<file path="src/rtl/rr_arbiter_16.sv">
// Round-robin arbiter for 16 requesters with a registered, hold-limited grant.
// Latency: one cycle from request sampled to grant visible; handovers have no idle gap.
module rr_arbiter_16 #(
  parameter int MAX_HOLD_CYCLES = 16
) (
  input  logic        Clk_In,
  input  logic        Rst_n_In,
  input  logic        Enable_In,
  input  logic [15:0] Request_In,
  output logic [15:0] Grant_Out,
  output logic [3:0]  Grant_Index_Out,
  output logic        Grant_Valid_Out
);

  localparam logic [0:0] IDLE  = 1'b0;
  localparam logic [0:0] GRANT = 1'b1;
  localparam logic [7:0] HOLD_LIMIT = 8'(MAX_HOLD_CYCLES);

  logic [0:0] state, state_nxt;
  logic [3:0] pointer, pointer_nxt;
  logic [7:0] hold_count, hold_count_nxt;
  logic [3:0] index_nxt;
  logic       release_now;

  // Rotate the request vector so the pointer lands at bit 0, then take the lowest set bit.
  function automatic logic [3:0] pick(input logic [3:0] p, input logic [15:0] r);
    logic [31:0] rot;
    logic [3:0]  off;
    rot = {r, r} >> p;
    off = 4'd0;
    for (int j = 15; j >= 0; j--) begin
      if (rot[j]) off = 4'(j);
    end
    return p + off;
  endfunction

  always_comb begin
    release_now = !Request_In[Grant_Index_Out] || !Enable_In ||
                  ((MAX_HOLD_CYCLES != 0) && (hold_count == HOLD_LIMIT));
  end

  always_comb begin
    state_nxt      = state;
    pointer_nxt    = pointer;
    hold_count_nxt = hold_count;
    index_nxt      = Grant_Index_Out;
    case (state)
      IDLE: begin
        if (Enable_In && (|Request_In)) begin
          state_nxt      = GRANT;
          index_nxt      = pick(pointer, Request_In);
          hold_count_nxt = 8'd1;
        end
      end
      default: begin
        if (release_now) begin
          pointer_nxt = Grant_Index_Out + 4'd1;
          if (Enable_In && (|Request_In)) begin
            index_nxt      = pick(Grant_Index_Out + 4'd1, Request_In);
            hold_count_nxt = 8'd1;
          end else begin
            state_nxt      = IDLE;
            index_nxt      = 4'd0;
            hold_count_nxt = 8'd0;
          end
        end else if (hold_count != 8'hFF) begin
          hold_count_nxt = hold_count + 8'd1;
        end
      end
    endcase
  end

  always_ff @(posedge Clk_In) begin
    if (!Rst_n_In) begin
      state           <= IDLE;
      pointer         <= 4'd0;
      hold_count      <= 8'd0;
      Grant_Out       <= 16'd0;
      Grant_Index_Out <= 4'd0;
      Grant_Valid_Out <= 1'b0;
    end else begin
      state           <= state_nxt;
      pointer         <= pointer_nxt;
      hold_count      <= hold_count_nxt;
      Grant_Index_Out <= index_nxt;
      Grant_Valid_Out <= (state_nxt == GRANT);
      Grant_Out       <= (state_nxt == GRANT) ? (16'd1 << index_nxt) : 16'd0;
    end
  end

endmodule

</file>
<file path="config.mk">
export PLATFORM = sky130hd
export DESIGN_NAME = rr_arbiter_16
export DESIGN_NICKNAME = d
export VERILOG_FILES = /design/src/rtl/rr_arbiter_16.sv
export SDC_FILE = /design/constraint.sdc
export NUM_CORES = 1
export LEC_CHECK = 0
export BUFFER_PORTS_ARGS = -buffer_cell sky130_fd_sc_hd__buf_2
export CORE_UTILIZATION = 40
export DETAILED_ROUTE_END_ITERATION = 8
export PLACE_DENSITY_LB_ADDON = 0.12
export RECOVER_POWER = 100
export SETUP_SLACK_MARGIN = 0.02
export SLEW_MARGIN = 20
export SYNTH_ARGS = -nofsm -noshare
export SYNTH_HDL_FRONTEND = slang
export SYNTH_SLANG_ARGS = --single-unit
export TNS_END_PERCENT = 50
</file>
<file path="constraint.sdc">
create_clock -name Clk_In -period 11.91 [get_ports Clk_In]
set_input_delay 1.7865 -clock Clk_In [delete_from_list [all_inputs] [get_ports Clk_In]]
set_output_delay 1.7865 -clock Clk_In [all_outputs]
set_load 0.02 [all_outputs]
</file>
Word level (Yosys, flattened, before mapping)
Index checks and enable logic that the tools add are counted.
Widths: inputs -> output; s select.
Cells by class
  add/sub/neg operators: 4
  magnitude comparators: 1
  equal/unequal tests: 3
  shifts and indexed selects: 3
  mux-type cells: 51
  reduce and logical (&&, ||, !) cells: 10
Operators with widths (number)
  $mux 4: 41
  $shr 32x4->16: 2
  $mux 8: 4
  $reduce_or 16->1: 1
  $shl 1x4->16 const A: 1
  $add 4x4->4: 2
  $add 8x1->8 const B: 1
  $eq 8x5->1 const B: 1
  $ne 8x8->1 const B: 1
  $reduce_and 2->1: 3
  $lt 4x5->1 const B: 1
  $mux 1: 5
  $add 4x1->4 const B: 1
  $bmux 1 s4: 1
  $ne 3x1->1 const B: 1
  $logic_not 1->1: 2
  $logic_or 1x1->1: 2
  $reduce_bool 2->1: 1
  $logic_and 1x1->1: 1
Storage, ports and cells
  bits in registers: 33
  input port bits: 19
  logic and storage cells: 77

Longest topological paths before layout
  word-level depth: 26
  gate-level depth with buffers: 20

Least setup slack after synthesis
No wires, ideal clock.
  path type: input to register
  from: in Request_In[12]
  to: reg Grant_Out[4]
  library setup time: 0.066 ns
  arrival: 4.994 ns
  setup slack: 6.851 ns
  cell stages on the path: 15
  cell sequence: mux2_1 -> mux2_2 -> mux4_2 -> or2_1 -> o211ai_1 -> a211oi_1 -> nor3_1 -> o21ai_0 -> fa_1 -> xor2_1 -> o31a_1 -> o2bb2ai_1 -> nor2b_1 -> nand2_1 -> nor2_1
On the way
  longest elaborated chain between the ends: 25
  elaborated cells on any way between the ends: 57
Ends and longest elaborated chain
  start: declaration: line 9  | input logic [15:0] Request_In,
  $shr 32x4->16: line 29  | rot = {r, r} >> p;
  $mux 4 (16 in a row): line 32  | if (rot[j]) off = 4'(j);
  $mux 4: line 58  | if (Enable_In && (|Request_In)) begin
  $mux 4: line 56  | if (release_now) begin
  $mux 4: line 47  | case (state)
  $add 4x4->4: line 34  | return p + off;
  $mux 4: line 58
  $mux 4: line 56
  $mux 4: line 47
  $shl 1x4->16: line 87  | Grant_Out <= (state_nxt == GRANT) ? (16'd1 << index_nxt) : 16'd0;
  end signal: assignment: line 87
  end: declaration: line 10  | output logic [15:0] Grant_Out,
Several ways; a longest one is shown, not always the timed one. The select of a mux whose other input is x is not followed.
A chain may end at the register's enable or synchronous reset.

Worst setup path in the final report
  from: reg Grant_Index_Out[0]
  to: reg Grant_Out[6]
On the way
  longest elaborated chain between the ends: 26
  elaborated cells on any way between the ends: 35
Ends and longest elaborated chain
  start: declaration: line 11  | output logic [3:0] Grant_Index_Out,
  start signal: assignment: line 85  | Grant_Index_Out <= index_nxt;
  $add 4x1->4: line 59  | index_nxt = pick(Grant_Index_Out + 4'd1, Request_In);
  $shr 32x4->16: line 29
  $mux 4 (16 in a row): line 32
  $mux 4: line 58
  $mux 4: line 56
  $mux 4: line 47
  $add 4x4->4: line 34
  $mux 4: line 58
  $mux 4: line 56
  $mux 4: line 47
  $shl 1x4->16: line 87
Several ways; a longest one is shown, not always the timed one. The select of a mux whose other input is x is not followed.

==> impl_metrics.yaml <==
run_status:
  status: "finished, final reports clean"
cells_and_area:
  synthToLayoutAreaGrowth_pct: 9.60
  fin_nets: 472
  n_antenna_cell: 0
  final_layout_size_suffix_gt1_share_pct: 22.8
  multi_input_area_um2: 3020
  fin_util_pct: 45.4
  final_common_cell: "nor2_1"
  mostFrequentLayoutCells: "nor2_1, mux4_2, dfxtp_1, nand2_1, mux2_2"
  seqCellArea_um2: 661
  fin_area_um2: 4210
  nFillCells: 930
synth:
  netlist_area_um2: 3840
  yosysSeqAreaShare_pct: 17.2
  synth_warnings: 0
  syn_inst: 413
  ys_ff_latch: 33
  synth_flop_cell: "dfxtp_1"
  postSynthNetCount: 443
  synthArstFlopShare_pct: 0
  synth_edf_count: 0
  synth_cell_types: 60
  synth.avg_cell_area_um2: 9.31
power:
  leakage_nw: 1.49
  swShare_pct: 41.2
  pwr-share-clk_pct: 18.4
  p_per_area_nw_per_um2: 137
  p_int_uw: 338
  max-vdd-ir-drop_mv: 0.0775
  combinationalPowerShare_pct: 58.7
  sequentialPowerShare_pct: 22.9
  switchingPower_uw: 237
die:
  rows: 35
  initial_utilization_pct: 41.4
  chipWidth_um: 100
  chipHeight_um: 100
  dieArea_um2: 10000
  pin_count: 40
  core_um2: 9280
clock_network:
  clock_sinks: 33
  clk_pin_slew_ns: 0.07
  post_cts_resized: 0
  insertion_delay_ns: 0.28
  cts_hold_buffers: 0
  clockRootBuffer: "clkbuf_8"
  clockBufferDepth: 2
  cts_tree: "done"
  numCtsBuffers: 5
  post_cts_buffers: 0
  htree_levels: 2
worst_hold_path:
  hold_class: "reg2reg"
  holdCritStartpoint: "hold_count[5]"
global_route:
  grt_max_degree: 29
  overflow: 0
  grt.total_usage_pct: 20.3
  antenna_found_initial: 0
  grt_pass1_wl_um: 16300
  grt_pass1_vias: 3240
place:
  place_ws_ns: 6.24
  place_congestion: 0.878
  placed_cell_area_um2: 4130
  dp_hpwl_um: 7440
  port_buffers: 39
timing:
  worstMarginPinSlew_ns: 1.04
  finalSetupViolCount: 0
  timing.hold.ws_ns: 0.508
  slew_headroom_pct: 30.5
  timing.final.ws_setup_ns: 6.24
  final_hold_viol_count: 0
  fmax_ghz: 0.176
  tns_ns: 0
  finalCritPeriodShare_pct: 47.6
  timing_max_transition_violations_final: 0
  skew_ns: 0.00528
  rsz0062_at_grt: "false"
  fin_crit_ns: 5.67
setup_path:
  crit_chain: "ha_1 > inv_1 > mux2_1 > mux4_2 > or2_0 > o211ai_1 > a211oi_1 > nor3_1 > o21ai_0 > fa_1 > xor2_1 > o31a_1 > o2bb2ai_1 > nor2b_1 > nand2_1 > nor2_1"
  crit_path_max_incr_delay_ns: 0.94
  worst_ep_arrival_time_ns: 5.89
  crit_fanout: 23
  worst_r2r_startpoint: "Grant_Index_Out[0]"
  slowest_stage: "dfxtp_1"
  critPathCaptureType: "flop"
  cp-start-kind: "flop"
  critPathKind: "reg2reg"
  worstSetupStartpoint: "Grant_Index_Out[0]"
  critPathRequiredTime_ns: 12.13
routing:
  avgRoutedWirePerCell_um: 17.0
  vias: 3352
  drc_errors: 0
  drt_iter0_drc: 184
  via_per_inst: 5.86
  antenna_left: 0
  routed_wl_um: 9700
  drt_first_pass_iters: 4
flow_run:
  maxCapViolations: 0
## registers in the layout, indices dropped and copies added (netlist names)
name             count
Grant_Out           16
pointer              4
state                1
Grant_Index_Out      4
hold_count           8
## final timing paths
check	slack, ns	end	cells after the start
worst max-delay path	6.24	Grant_Out[6]	16
worst min-delay path	0.51	hold_count[5]	2
worst max register to register	6.24	Grant_Out[6]	16
worst min register to register	0.51	hold_count[5]	2
## synthesized netlist by cell type (5+ instances only)
master	n	area share, %
buf_2	6	0.78
nor4_1	7	1.1
a31oi_1	6	0.98
mux2_2	26	7.6
clkbuf_1	12	1.2
nor2_1	46	4.5
nand2b_1	5	0.81
inv_1	15	1.5
o21ai_0	13	1.7
mux4_2	39	23
dfxtp_1	33	17
nand2_1	32	3.1
xor2_1	5	1.1
nor2b_1	7	1.1
nand3_1	8	1.0
a211oi_1	6	1.2
mux2_1	12	3.5
and2_1	13	2.1
nor3_1	8	1.0
xnor2_1	5	1.1
mux2i_1	20	5.2
ha_1	9	2.9
a21oi_1	21	2.7
## stage by stage
stage               cells  total power [mW]
finish                572             0.575
global route          572             0.620
CTS                   572             0.581
detailed placement    564             0.472
global placement      564             0.469
floorplan             413             0.400
## worst max-delay path, delay by kind of cell, from the launching register on
kind / cells / cell delay (ns)
xor+xnor: 1 / 0.19
buf+inv: 1 / 0.61
mux: 2 / 0.95
flops: 1 / 0.94
simple gates: 5 / 0.89
fa+ha+maj: 2 / 0.96
compound gates: 5 / 1.06
## power groups by stage
stage	clock network [mW]	registers [mW]	logic, mW
after floorplan	0	0.128	0.272
after global routing	0.113	0.134	0.373
after global placement	0	0.134	0.335
after detailed placement	0	0.134	0.337
final	0.106	0.132	0.338
after CTS	0.109	0.132	0.340
## cell type report
class,count,area share [%]
repair buffers,42,4.51
multi-input cells,342,71.6
well taps,129,3.83
clock buffers,5,1.63
flip-flops and latches,33,15.7
inverters,18,1.60
clock inverters,3,1.10
## metal layers
metal | track usage, % | routed length (um)
met4 | 4.35 | 100
met5 | 0 | 0
met2 | 33.9 | 4710
met1 | 28.2 | 4600
met3 | 2.92 | 287
## kinds of logic (layout without fill, tap and decap cells)
logic type / count (synthesis) / after routing / synth area share (%)
adder cells (fa/ha/maj): 11 / 11 / 3.97
buffers and inverters: 38 / 68 / 4.10
AND/OR/NAND/NOR: 140 / 140 / 17.4
XOR/XNOR: 13 / 13 / 3.55
flip-flops: 33 / 33 / 17.2
multiplexers: 97 / 97 / 39.2
AO/OA/AOI/OAI: 81 / 81 / 14.6
No activity file was read; power rests on OpenSTA's default activity.
